`src/rtl/rf_port_arbiter_if.sv`:
```
// Requester-side bundle for rf_port_arbiter: two request/response ports packed per-port.
// master = requesters (datapath + debug/loader), slave = arbiter.
interface rf_port_arbiter_if #(
  parameter int AW = 5,
  parameter int DW = 32
);
  logic [1:0]      req_valid;
  logic [1:0]      req_we;
  logic [2*AW-1:0] req_addr;
  logic [2*DW-1:0] req_wdata;
  logic [1:0]      req_ready;
  logic [1:0]      resp_valid;
  logic [1:0]      resp_ready;
  logic [DW-1:0]   resp_rdata;

  modport master (
    output req_valid, req_we, req_addr, req_wdata, resp_ready,
    input  req_ready, resp_valid, resp_rdata
  );

  modport slave (
    input  req_valid, req_we, req_addr, req_wdata, resp_ready,
    output req_ready, resp_valid, resp_rdata
  );
endinterface

```
`src/rtl/rf_port_arbiter.sv`:
```
// Two-port arbiter in front of a 1R/1W register file: fixed priority to port 0 with a
// starvation limit for port 1, one transaction in flight (IDLE -> ACCESS -> RESP).
module rf_port_arbiter #(
  parameter int STARVE_LIMIT = 4,
  parameter int AW           = 5,
  parameter int DW           = 32
) (
  input  logic                 clk,
  input  logic                 rst,
  rf_port_arbiter_if.slave     bus,
  output logic                 rf_we,
  output logic [AW-1:0]        rf_waddr,
  output logic [DW-1:0]        rf_wdata,
  output logic [AW-1:0]        rf_raddr,
  input  logic [DW-1:0]        rf_rdata,
  output logic [1:0]           dbg_state,
  output logic [3:0]           dbg_starve
);

  // Handshakes: a request transfers on a posedge where req_valid[i] & req_ready[i];
  // a response transfers on a posedge where resp_valid[i] & resp_ready[i].
  typedef enum logic [1:0] {
    IDLE   = 2'd0,
    ACCESS = 2'd1,
    RESP   = 2'd2
  } state_t;

  state_t          state, state_n;
  logic [1:0]      grant;
  logic            force_p1;
  logic            owner;
  logic            we_q;
  logic [3:0]      starve_cnt;
  logic [DW-1:0]   resp_rdata_q;
  logic            sel_we;
  logic [AW-1:0]   sel_addr;
  logic [DW-1:0]   sel_wdata;

  // Port 1 wins only once port 0 has taken STARVE_LIMIT contended grants in a row.
  always_comb begin
    grant    = 2'b00;
    force_p1 = bus.req_valid[1] && (starve_cnt == 4'(STARVE_LIMIT));
    if (bus.req_valid[0] && !force_p1) begin
      grant = 2'b01;
    end else if (bus.req_valid[1]) begin
      grant = 2'b10;
    end
  end

  always_comb begin
    sel_we    = grant[1] ? bus.req_we[1]          : bus.req_we[0];
    sel_addr  = grant[1] ? bus.req_addr[AW +: AW] : bus.req_addr[0 +: AW];
    sel_wdata = grant[1] ? bus.req_wdata[DW +: DW] : bus.req_wdata[0 +: DW];
  end

  always_comb begin
    state_n        = state;
    bus.req_ready  = 2'b00;
    bus.resp_valid = 2'b00;
    case (state)
      IDLE: begin
        if (!rst) begin
          bus.req_ready = grant;
          if (grant != 2'b00) state_n = ACCESS;
        end
      end
      ACCESS: state_n = RESP;
      RESP: begin
        if (!rst) bus.resp_valid[owner] = 1'b1;
        if (bus.resp_ready[owner]) state_n = IDLE;
      end
      default: state_n = IDLE;
    endcase
  end

  always_ff @(posedge clk) begin
    if (rst) begin
      state        <= IDLE;
      owner        <= 1'b0;
      we_q         <= 1'b0;
      starve_cnt   <= 4'd0;
      resp_rdata_q <= '0;
      rf_we        <= 1'b0;
      rf_waddr     <= '0;
      rf_wdata     <= '0;
      rf_raddr     <= '0;
    end else begin
      state <= state_n;
      case (state)
        IDLE: begin
          if (grant != 2'b00) begin
            owner    <= grant[1];
            we_q     <= sel_we;
            rf_raddr <= sel_addr;
            // Writes to register 0 still complete and respond, but never reach the RF.
            if (sel_we && (sel_addr != '0)) begin
              rf_we    <= 1'b1;
              rf_waddr <= sel_addr;
              rf_wdata <= sel_wdata;
            end
            if (grant[1]) begin
              starve_cnt <= 4'd0;
            end else if (bus.req_valid[1] && (starve_cnt != 4'(STARVE_LIMIT))) begin
              starve_cnt <= starve_cnt + 4'd1;
            end
          end
        end
        ACCESS: begin
          resp_rdata_q <= we_q ? '0 : rf_rdata;
          rf_we        <= 1'b0;
        end
        default: ;
      endcase
    end
  end

  assign bus.resp_rdata = resp_rdata_q;
  assign dbg_state      = state;
  assign dbg_starve     = starve_cnt;

endmodule

```
`src/flat_wrapper.sv`:
```
// flat-port wrapper written by rule: the top's interface ports become plain ports
module rf_port_arbiter_flat 
#(
  parameter int STARVE_LIMIT = 4,
  parameter int AW           = 5,
  parameter int DW           = 32
)
  (clk, rst, rf_we, rf_waddr, rf_wdata, rf_raddr, rf_rdata, dbg_state, dbg_starve, bus_req_valid, bus_req_we, bus_req_addr, bus_req_wdata, bus_resp_ready, bus_req_ready, bus_resp_valid, bus_resp_rdata);
  rf_port_arbiter_if #(.AW(AW), .DW(DW)) bus_i ();
  input  logic clk;
  input  logic rst;
  output logic rf_we;
  output logic [AW-1:0] rf_waddr;
  output logic [DW-1:0] rf_wdata;
  output logic [AW-1:0] rf_raddr;
  input  logic [DW-1:0] rf_rdata;
  output logic [1:0] dbg_state;
  output logic [3:0] dbg_starve;
  input wire logic [$bits(bus_i.req_valid)-1:0] bus_req_valid;
  input wire logic [$bits(bus_i.req_we)-1:0] bus_req_we;
  input wire logic [$bits(bus_i.req_addr)-1:0] bus_req_addr;
  input wire logic [$bits(bus_i.req_wdata)-1:0] bus_req_wdata;
  input wire logic [$bits(bus_i.resp_ready)-1:0] bus_resp_ready;
  output wire logic [$bits(bus_i.req_ready)-1:0] bus_req_ready;
  output wire logic [$bits(bus_i.resp_valid)-1:0] bus_resp_valid;
  output wire logic [$bits(bus_i.resp_rdata)-1:0] bus_resp_rdata;
  assign bus_i.req_valid = bus_req_valid;
  assign bus_i.req_we = bus_req_we;
  assign bus_i.req_addr = bus_req_addr;
  assign bus_i.req_wdata = bus_req_wdata;
  assign bus_i.resp_ready = bus_resp_ready;
  assign bus_req_ready = bus_i.req_ready;
  assign bus_resp_valid = bus_i.resp_valid;
  assign bus_resp_rdata = bus_i.resp_rdata;
  rf_port_arbiter #(.STARVE_LIMIT(STARVE_LIMIT), .AW(AW), .DW(DW)) u_core (.clk(clk), .rst(rst), .bus(bus_i), .rf_we(rf_we), .rf_waddr(rf_waddr), .rf_wdata(rf_wdata), .rf_raddr(rf_raddr), .rf_rdata(rf_rdata), .dbg_state(dbg_state), .dbg_starve(dbg_starve));
endmodule
```
`config.mk`:
```
export PLATFORM = sky130hd
export DESIGN_NAME = rf_port_arbiter_flat
export DESIGN_NICKNAME = d
export VERILOG_FILES = /design/src/rtl/rf_port_arbiter_if.sv /design/src/rtl/rf_port_arbiter.sv /design/src/flat_wrapper.sv
export SDC_FILE = /design/constraint.sdc
export NUM_CORES = 1
export LEC_CHECK = 0
export BUFFER_PORTS_ARGS = -buffer_cell sky130_fd_sc_hd__buf_4
export CAP_MARGIN = 20
export CORE_MARGIN = 8
export CORE_UTILIZATION = 46
export DETAILED_ROUTE_END_ITERATION = 16
export PLACE_DENSITY = 0.87
export SYNTH_ARGS = -nofsm -noshare
export SYNTH_HDL_FRONTEND = slang
export SYNTH_SLANG_ARGS = --single-unit
```
`constraint.sdc`:
```
create_clock -name clk -period 4.6 [get_ports clk]
set_input_delay 0.69 -clock clk [delete_from_list [all_inputs] [get_ports clk]]
set_output_delay 0.69 -clock clk [all_outputs]
set_load 0.005 [all_outputs]
```
==> results.yml <==
outcome:
  outcome: "completed"
timing:
  slew_viol_final: 0
  finalWorstSetupSlack_ns: 1.703
  fin_crit_ns: 2.897
  fin_skew_ns: 0.01005
  rsz0062_at_grt: "no"
  max_clock_freq_mhz: 345.2
  hold_violations: 0
  finalSetupViolCount: 0
  max_slew_margin_pct: 25.51
  worst_slew_pin_slew_ns: 1.116
  final.setup.tns_ns: 0
  post-route-period-util_pct: 62.97
global_routing:
  grt_pass1_vias: 3748
  grt_usage_pct: 19.69
  grt_pass1_wl_um: 18410
  antenna_found_initial: 0
  grt_start_max_net_pins: 89
  overflow: 0
synth:
  synth_area_per_cell_um2: 9.551
  ys_types: 36
  syn_nets: 517
  ys_seq_elements: 83
  synth_mux_area_share_pct: 10.55
  synth-adder-area-share_pct: 0.6534
  syn-instance-count: 401
  synth-simple-area-share_pct: 16.50
  yosysSeqAreaShare_pct: 43.38
  synth-compound-area-share_pct: 23.10
  synth_top_family_by_area: "compound AO/OA/AOI/OAI gates"
  ys_warn_count: 0
  syn_area_um2: 3830
  synth-xor-area-share_pct: 0
route:
  routed_wl_um: 11830
  vias: 3616
  drcViolationCount: 0
  first_iter_violations: 118
  firstDrtPassIters: 4
  ant_nets: 0
  wl_per_cell_um: 17.30
  vias_per_cell: 5.287
clock_network:
  clkSinkCount: 83
  clockBufferDepth: 2
  cts_hold_buffers: 0
  insertion_delay_ns: 0.35
  clk_pin_slew_worst_paths_ns: 0.08
  numCtsBuffers: 9
  cts_tree: "done"
  postCtsSetupBuffers: 0
  cts.repair.resized: 0
  ctsRootBufferMaster: "clkbuf_8"
  htree_levels: 3
pwr:
  ir_worst_vdd_mv: 0.1679
  power_density_nw_per_um2: 332.4
  p_leak_uw: 0.002495
place:
  io_buffers: 198
  gp_congestion: 0.7927
  hpwlAfterDp_um: 8854
  pre_cts_ws_ns: 1.581
floorplan:
  die_area_um2: 11500
  die_y_um: 107.2
  start_util_pct: 47.09
  rows: 33
  die_x_um: 107.2
  io_pins: 199
  core_area_um2: 8134
hold_path:
  hold_path_class: "reg -> reg"
setup_path:
  crit_type: "reg -> out"
  cp_max_fo: 25
  worst_setup_path_start_kind: "register"
  end_kind: "output port"
  worstPathRequired_ns: 3.91
  worstPathArrival_ns: 2.21
finish:
  area_growth_pct: 43.97
  drive_gt1_share_pct: 44.73
  nets: 690
  n_antenna_cell: 0
flow_run:
  cap_violations: 0
[per-stage QoR]
| step | hold slack, ns | total power, µW | utilization (%) | instances | cell area (µm²) |
|---|---|---|---|---|---|
| detailed placement | 0.4814 | 1255 | 64.70 | 667 | 5263 |
| finish | 0.4884 | 1833 | 67.79 | 684 | 5514 |
| global route | 0.5088 | 1923 | 67.79 | 684 | 5514 |
| floorplan | 0.4755 | 1052 | - | 401 | 3830 |
| CTS | 0.4923 | 1840 | 67.45 | 683 | 5487 |
| global placement | 0.4695 | 1241 | 64.70 | 667 | 5263 |
[critical path, stage by stage, from the launching register on]
cell and delay, ns:
dfxtp_1 0.42, inv_1 0.07, ha_1 0.22, nand4b_2 0.12, and2_2 0.68, nor3_1 0.15, buf_4 0.20
[cell families (layout without fill, tap and decap cells)]
kind of cell               Yosys count  in the layout
AOI/OAI and AO/OA                  123            123
and+or+nand+nor                    111            111
adders and majority gates            2              2
DFF                                 83             83
buffers and inverters               43            221
muxes                               39             39
[metal layers]
metal	up-vias	part of all wire (%)	track usage [%]
li1	1792	-	-
met1	1661	39	21.54
met2	149	49	34.29
met3	14	10	7.139
met4	0	1.0	6.734
met5	-	0	0
[synth_stat cells]
cell type / count / share of area (%)
dfxtp_1: 83 / 43
a21oi_1: 75 / 9.8
nor2_1: 46 / 4.5
mux2i_1: 37 / 9.7
nor3b_1: 32 / 6.3
a211oi_2: 29 / 9.5
clkbuf_1: 20 / 2.0
a211oi_1: 11 / 2.2
buf_2: 10 / 1.3
nand2_1: 7 / 0.69
nand2b_1: 7 / 1.1
buf_6: 6 / 1.8
nor3_1: 5 / 0.65
buf_1: 3 / 0.29
inv_1: 3 / 0.29
ha_1: 2 / 0.65
nor2_4: 2 / 0.59
o21ai_0: 2 / 0.26
o32ai_1: 2 / 0.46
or4_1: 2 / 0.39
or4_4: 2 / 0.59
and2_1: 1 / 0.16
and2_4: 1 / 0.23
buf_4: 1 / 0.20
mux2_2: 1 / 0.29
mux2i_4: 1 / 0.59
nand3_1: 1 / 0.13
nand3b_1: 1 / 0.20
nand4_1: 1 / 0.16
nand4b_1: 1 / 0.23
nand4b_2: 1 / 0.39
o2111ai_1: 1 / 0.23
o21a_1: 1 / 0.20
o21bai_1: 1 / 0.20
o22ai_2: 1 / 0.33
or2_2: 1 / 0.16
[final timing paths]
path,startpoint,end,slack (ns),cells after the start
hold reg to reg,u_core.rf_we,u_core.rf_we,0.49,2
hold / removal,u_core.rf_we,u_core.rf_we,0.49,2
setup reg to reg,u_core.dbg_starve[0],u_core.rf_waddr[4],1.78,8
setup / recovery,u_core.dbg_starve[0],bus_req_ready[1],1.70,6
[area by class of cell]
class,count,area [µm²]
Tap cell,105,131.4
Multi-Input combinational cell,275,1949
Sequential cell,83,1662
Inverter,3,11.26
Clock buffer,9,123.9
Clock inverter,7,100.1
Fill cell,655,2620
Timing Repair Buffer,202,1536
[where the power goes]
| part | switching, µW | internal, µW |
|---|---|---|
| Combinational | 196 | 224 |
| Sequential | 43.0 | 779 |
| Clock | 281 | 310 |
| Total | 519 | 1310 |
[flip-flops by register name, indices dropped and copies added, names as in the netlist]
| register | count |
|---|---|
| u_core.rf_waddr | 5 |
| u_core.dbg_starve | 4 |
| u_core.we_q | 1 |
| u_core.owner | 1 |
| u_core.rf_raddr | 5 |
| u_core.bus.resp_rdata | 32 |
| u_core.rf_we | 1 |
| u_core.rf_wdata | 32 |
| u_core.dbg_state | 2 |
[placed cells by master, fill, tap and decap left out, types with 2 or more instances in the layout]
cell / n
a211oi_1: 11
a211oi_2: 29
a21oi_1: 75
buf_4: 201
bufinv_16: 2
clkbuf_8: 9
clkinvlp_4: 2
dfxtp_1: 83
ha_1: 2
inv_1: 3
mux2i_1: 37
nand2_1: 7
nand2b_1: 6
nor2_1: 46
nor2_4: 2
nor3_1: 5
nor3b_1: 32
o21ai_0: 2
o32ai_1: 2
or4_1: 2
or4_4: 2
No activity file was read; power rests on OpenSTA's default activity.
